$ cat src/rtl/mem_access_unit.sv
// rtl/mem_access_unit.sv - memory-side access stage: fetch/load/store handshake, lane alignment, IR
// Stalls the control FSM until an access completes; flags misaligned accesses and bus timeouts.
module mem_access_unit #(
  parameter int unsigned TIMEOUT_CYCLES = 255,
  parameter logic [31:0] RESET_INSTR    = 32'h00000013
) (
  input  logic        clk_i,
  input  logic        rst_i,
  input  logic        adr_src_i,
  input  logic [31:0] pc_i,
  input  logic [31:0] alu_out_i,
  input  logic [31:0] wdata_in_i,
  input  logic [2:0]  funct3_i,
  input  logic        ir_write_i,
  input  logic        mem_read_i,
  input  logic        mem_write_i,
  output logic        stall_o,
  output logic [31:0] instr_o,
  output logic [31:0] load_data_o,
  output logic        misaligned_o,
  output logic        bus_err_o,
  output logic        bus_req_o,
  output logic        bus_we_o,
  output logic [31:0] bus_addr_o,
  output logic [3:0]  bus_wstrb_o,
  output logic [31:0] bus_wdata_o,
  input  logic [31:0] bus_rdata_i,
  input  logic        bus_ack_i
);

  typedef enum logic [1:0] {S_IDLE, S_BUSY, S_DONE} state_t;

  localparam logic [7:0] TO_LAST = 8'(TIMEOUT_CYCLES - 1);

  state_t      state_q, state_d;
  logic        bus_req_q, bus_req_d;
  logic        bus_we_q, bus_we_d;
  logic [31:0] bus_addr_q, bus_addr_d;
  logic [3:0]  bus_wstrb_q, bus_wstrb_d;
  logic [31:0] bus_wdata_q, bus_wdata_d;
  logic [31:0] instr_q, instr_d;
  logic [31:0] load_data_q, load_data_d;
  logic        misaligned_q, misaligned_d;
  logic        bus_err_q, bus_err_d;
  logic [7:0]  cnt_q, cnt_d;
  logic        is_fetch_q, is_fetch_d;
  logic        is_store_q, is_store_d;
  logic [2:0]  funct3_q, funct3_d;
  logic [1:0]  off_q, off_d;

  logic        strobe, is_fetch, is_store, sz_byte, sz_half, misal;
  logic [31:0] addr;
  logic [7:0]  lane_b;
  logic [15:0] lane_h;
  logic [31:0] ext_data;

  assign strobe   = ir_write_i | mem_read_i | mem_write_i;
  assign addr     = adr_src_i ? alu_out_i : pc_i;
  assign is_fetch = ir_write_i;
  assign is_store = !ir_write_i && mem_write_i;
  // Fetches are always word-sized; reserved funct3 encodings fall through to word.
  assign sz_byte  = !is_fetch && (funct3_i[1:0] == 2'b00);
  assign sz_half  = !is_fetch && (funct3_i[1:0] == 2'b01);
  assign misal    = sz_byte ? 1'b0 : (sz_half ? addr[0] : (addr[1:0] != 2'b00));

  always_comb begin
    lane_b = 8'h00;
    case (off_q)
      2'd0: lane_b = bus_rdata_i[7:0];
      2'd1: lane_b = bus_rdata_i[15:8];
      2'd2: lane_b = bus_rdata_i[23:16];
      default: lane_b = bus_rdata_i[31:24];
    endcase
    lane_h = off_q[1] ? bus_rdata_i[31:16] : bus_rdata_i[15:0];
    case (funct3_q)
      3'b000:  ext_data = {{24{lane_b[7]}}, lane_b};
      3'b100:  ext_data = {24'h0, lane_b};
      3'b001:  ext_data = {{16{lane_h[15]}}, lane_h};
      3'b101:  ext_data = {16'h0, lane_h};
      default: ext_data = bus_rdata_i;
    endcase
  end

  always_comb begin
    state_d      = state_q;
    bus_req_d    = bus_req_q;
    bus_we_d     = bus_we_q;
    bus_addr_d   = bus_addr_q;
    bus_wstrb_d  = bus_wstrb_q;
    bus_wdata_d  = bus_wdata_q;
    instr_d      = instr_q;
    load_data_d  = load_data_q;
    misaligned_d = 1'b0;
    bus_err_d    = 1'b0;
    cnt_d        = cnt_q;
    is_fetch_d   = is_fetch_q;
    is_store_d   = is_store_q;
    funct3_d     = funct3_q;
    off_d        = off_q;
    stall_o      = 1'b0;

    case (state_q)
      S_IDLE: begin
        if (strobe) begin
          if (misal) begin
            misaligned_d = 1'b1;
            state_d      = S_DONE;
          end else begin
            stall_o     = 1'b1;
            bus_req_d   = 1'b1;
            bus_we_d    = is_store;
            bus_addr_d  = {addr[31:2], 2'b00};
            bus_wstrb_d = 4'b0000;
            bus_wdata_d = 32'h0;
            if (is_store) begin
              if (sz_byte) begin
                bus_wstrb_d = 4'b0001 << addr[1:0];
                bus_wdata_d = {4{wdata_in_i[7:0]}};
              end else if (sz_half) begin
                bus_wstrb_d = 4'b0011 << {addr[1], 1'b0};
                bus_wdata_d = {2{wdata_in_i[15:0]}};
              end else begin
                bus_wstrb_d = 4'b1111;
                bus_wdata_d = wdata_in_i;
              end
            end
            is_fetch_d = is_fetch;
            is_store_d = is_store;
            funct3_d   = funct3_i;
            off_d      = addr[1:0];
            cnt_d      = 8'd0;
            state_d    = S_BUSY;
          end
        end
      end
      S_BUSY: begin
        stall_o = 1'b1;
        if (bus_ack_i) begin
          if (is_fetch_q) begin
            instr_d = bus_rdata_i;
          end else if (!is_store_q) begin
            load_data_d = ext_data;
          end
          bus_req_d = 1'b0;
          state_d   = S_DONE;
        end else if (cnt_q == TO_LAST) begin
          bus_req_d = 1'b0;
          bus_err_d = 1'b1;
          state_d   = S_DONE;
        end else begin
          cnt_d = cnt_q + 8'd1;
        end
      end
      default: begin
        state_d = S_IDLE;
      end
    endcase
  end

  always_ff @(posedge clk_i) begin
    if (rst_i) begin
      state_q      <= S_IDLE;
      bus_req_q    <= 1'b0;
      bus_we_q     <= 1'b0;
      bus_addr_q   <= 32'h0;
      bus_wstrb_q  <= 4'h0;
      bus_wdata_q  <= 32'h0;
      instr_q      <= RESET_INSTR;
      load_data_q  <= 32'h0;
      misaligned_q <= 1'b0;
      bus_err_q    <= 1'b0;
      cnt_q        <= 8'd0;
      is_fetch_q   <= 1'b0;
      is_store_q   <= 1'b0;
      funct3_q     <= 3'b000;
      off_q        <= 2'b00;
    end else begin
      state_q      <= state_d;
      bus_req_q    <= bus_req_d;
      bus_we_q     <= bus_we_d;
      bus_addr_q   <= bus_addr_d;
      bus_wstrb_q  <= bus_wstrb_d;
      bus_wdata_q  <= bus_wdata_d;
      instr_q      <= instr_d;
      load_data_q  <= load_data_d;
      misaligned_q <= misaligned_d;
      bus_err_q    <= bus_err_d;
      cnt_q        <= cnt_d;
      is_fetch_q   <= is_fetch_d;
      is_store_q   <= is_store_d;
      funct3_q     <= funct3_d;
      off_q        <= off_d;
    end
  end

  assign instr_o      = instr_q;
  assign load_data_o  = load_data_q;
  assign misaligned_o = misaligned_q;
  assign bus_err_o    = bus_err_q;
  assign bus_req_o    = bus_req_q;
  assign bus_we_o     = bus_we_q;
  assign bus_addr_o   = bus_addr_q;
  assign bus_wstrb_o  = bus_wstrb_q;
  assign bus_wdata_o  = bus_wdata_q;

endmodule

$ cat config.mk
export PLATFORM = sky130hd
export DESIGN_NAME = mem_access_unit
export DESIGN_NICKNAME = d
export VERILOG_FILES = /design/src/rtl/mem_access_unit.sv
export SDC_FILE = /design/constraint.sdc
export NUM_CORES = 1
export LEC_CHECK = 0
export ABC_AREA = 1
export CORE_ASPECT_RATIO = 2
export CORE_MARGIN = 3
export CORE_UTILIZATION = 47
export DETAILED_ROUTE_END_ITERATION = 12
export PLACE_DENSITY = 0.86
export SETUP_SLACK_MARGIN = 0.1
export SYNTH_ARGS = -nofsm -noshare
export SYNTH_HDL_FRONTEND = slang
export SYNTH_SLANG_ARGS = --single-unit
export TNS_END_PERCENT = 50
$ cat constraint.sdc
create_clock -name clk_i -period 3.04 [get_ports clk_i]
set_input_delay 0.76 -clock clk_i [delete_from_list [all_inputs] [get_ports clk_i]]
set_output_delay 0.76 -clock clk_i [all_outputs]
set_load 0.05 [all_outputs]
==> metrics.yaml <==
drt:
  drt_pass1_iterations: 6
  vias: 7637
  route.detailed.drc: 0
  via_per_inst: 5.143
  drt_iter0_drc: 468
  wl_per_cell_um: 15.78
  drt-total-wl_um: 23430
  postRouteAntennaNets: 0
cts:
  cts_num_sinks: 150
  cts-hold-fix-buffers: 0
  cts_tree: "built"
  htree_levels: 4
  clkTransAtPathRegs_ps: 60
  cts.path.max_buffers: 2
  cts_buffers: 17
  cts_root_buf: "clkbuf_16"
  clkLatencyLatePin_ps: 420
place:
  place.gp.congestion: 0.9346
  portBuffers: 272
  hpwl_um: 17380
  place_area_um2: 9686
sta:
  fmaxAchievable_mhz: 351.6
  finalHoldViolations: 0
  final-setup-viol-count: 0
  setup_tns_ps: 0
  tightest_slew_ps: 832.1
  relSlewSlack_pct: 44.53
  rsz0062_at_grt: "false"
  min_period_over_period_pct: 93.55
  slew_violations: 0
  fin_crit_ps: 2844
  worst_clock_skew_ps: 10.54
floorplanning:
  ios: 275
  die_area_um2: 16070
  rows: 61
  coreArea_um2: 14040
  initial_utilization_pct: 48.54
  die_x_um: 91.16
  die_h_um: 176.3
grt:
  antenna_found_initial: 1
  grt_pass1_wl_um: 36600
  gr-total-overflow: 0
  grt_use_total_pct: 28.58
  grt_pass1_vias: 7222
  grt_max_degree: 76
setup_path:
  crit_top_cell: "nor2_4"
  slowest_delay_ps: 480
  critPathLaunchType: "primary input"
  crit_arrival_ps: 2080
  path_cells: "clkdlybuf4s50_1 > nor2_4 > nand2_4 > nand2_2 > nand3_4 > nor2_4 > inv_2 > nand2_1 > buf_12"
  cp_max_fo: 5
  crit_buf_inv: 3
  crit_required_ps: 2280
  worstSetupPathType: "in -> out"
  crit_family: "buffers and inverters"
  endpoint_kind: "output pin"
  slowest_stage: "clkdlybuf4s50_1"
yosys:
  yosysWarnings: 0
  synth.cell_area_um2: 6817
  ys_ff_latch: 150
  netlist_instances: 1028
  synthDistinctLibCells: 33
  avgSynthCellArea_um2: 6.631
  ys_seq_area_share_pct: 44.05
status:
  status: "completed"
power_and_ir_drop:
  power.leakage_nw: 4.392
  internal_power_w: 0.003860
  pwr-share-clk_pct: 35.5
  combPwrFrac_pct: 26.7
  ir_worst_vdd_mv: 0.4273
  p_sw_share_pct: 33.19
  p_sw_w: 0.001918
  finalPower_w: 0.005778
  seqPwrFrac_pct: 37.8
  power_density_nw_per_um2: 562.0
worst_hold_path:
  hp-class: "reg -> reg"
finish:
  drive_above_1_share_pct: 5.405
  fin_util_pct: 73.20
  syn2layout_area_growth_pct: 50.81
  finish.instance_area_um2: 10280
  layout.nets: 1423
flow_run:
  maxCapViolCount: 0
kinds of logic (layout without fill, tap and decap cells):
family,after synthesis,in the layout,synth area share (%)
AOI/OAI and AO/OA,216,216,16.15
adders and majority gates,2,2,0.3670
and+or+nand+nor,529,529,31.06
other,1,3,0.05501
buffers and inverters,127,393,7.930
xor gates and xnor gates,3,3,0.3855
DFF,150,150,44.05
Yosys cell counts (all sizes together):
cell	number	share of area (%)
clkbuf	33	1.8
nand2	310	17
buf	27	2.4
nor3	2	0.22
nand3	45	3.5
nand4	2	0.28
dfxtp	150	44
a31oi	2	0.18
nor4	1	0.092
o221ai	1	0.13
ha	2	0.37
xor2	2	0.26
conb	1	0.055
o21bai	3	0.33
o21ai	130	9.5
inv	67	3.7
o211ai	2	0.22
nand3b	1	0.11
xnor2	1	0.13
nor2	168	9.6
a21oi	77	5.7
o22ai	1	0.092
per-layer routing:
metal / global-route usage [%] / wire length, µm / share of wire, % / vias up
met3: 5.160 / 1432 / 6.1 / 83
met2: 52.63 / 12580 / 54 / 352
met5: 0 / 0 / 0 / -
li1: - / - / - / 3787
met1: 29.69 / 8028 / 34 / 3415
met4: 16.94 / 1390 / 5.9 / 0
repair_timing:
item	CTS	global route
buffers inserted	0	1
endpoints found under the setup margin	1	1
resized for setup	1	2
pin swaps	0	1
sequential cells by signal, summed over array words and instances, names as in the netlist:
| register | cells |
|---|---|
| instr_o | 32 |
| bus_err_o | 1 |
| is_fetch_q | 1 |
| misaligned_o | 1 |
| load_data_o | 32 |
| off_q | 2 |
| bus_wdata_o | 32 |
| is_store_q | 1 |
| bus_wstrb_o | 4 |
| state_q | 2 |
| cnt_q | 8 |
| funct3_q | 3 |
| bus_req_o | 1 |
| bus_addr_o | 30 |
area by class of cell:
| cell class | count | area (µm²) |
|---|---|---|
| Antenna cell | 1 | 2.502 |
| Clock buffer | 18 | 429.2 |
| Clock inverter | 13 | 147.6 |
| Fill cell | 1165 | 3764 |
| Inverter | 67 | 251.5 |
| Multi-Input combinational cell | 752 | 3283 |
| Sequential cell | 150 | 3003 |
| Tap cell | 189 | 236.5 |
| Timing Repair Buffer | 295 | 2927 |
power by group through the flow:
stage / sequential (W) / clock [W] / combinational, W
floorplan: 0.00261 / 0 / 0.000541
global placement: 0.00222 / 0 / 0.00152
detailed placement: 0.00222 / 0 / 0.00153
CTS: 0.00218 / 0.00209 / 0.00154
global route: 0.00220 / 0.00217 / 0.00165
finish: 0.00219 / 0.00205 / 0.00154
through the flow:
step	worst slack, ps	hold WS (ps)	std cells
global placement	13.97	446.7	1452
detailed placement	-15.63	452.3	1452
CTS	131.6	460.6	1483
floorplan	166.6	452.2	1029
global route	96.44	481.7	1485
finish	196.0	458.0	1485
worst paths after layout:
| kind | start | to | slack [ps] | depth (start not counted) |
|---|---|---|---|---|
| worst min register to register | bus_wdata_o[25]$_SDFFE_PP0P_ | bus_wdata_o[25]$_SDFFE_PP0P_ | 460 | 2 |
| worst max-delay path | ir_write_i | stall_o | 200 | 9 |
| worst min-delay path | bus_wdata_o[25]$_SDFFE_PP0P_ | bus_wdata_o[25]$_SDFFE_PP0P_ | 460 | 2 |
| worst max register to register | off_q[1]$_SDFFE_PP0P_ | load_data_o[18]$_SDFFE_PP0P_ | 1090 | 7 |
layout by cell type (no fill, tap or decap), types with 3 or more instances in the layout:
cell type	instances
a21oi_1	77
buf_12	3
buf_4	21
clkbuf_16	17
clkdlybuf4s50_1	268
clkinv_4	3
clkinvlp_4	4
dfxtp_1	150
inv_1	62
inv_2	5
inv_6	3
nand2_1	306
nand2_2	3
nand3_1	44
nor2_1	165
nor2_4	3
o21ai_0	129
o21bai_1	3
worst min-delay path, cell delays in order (launching register included):
cell and delay [ps]:
dfxtp_1 300, nand2_1 60, a21oi_1 50
(Power assumes the default switching activity.)
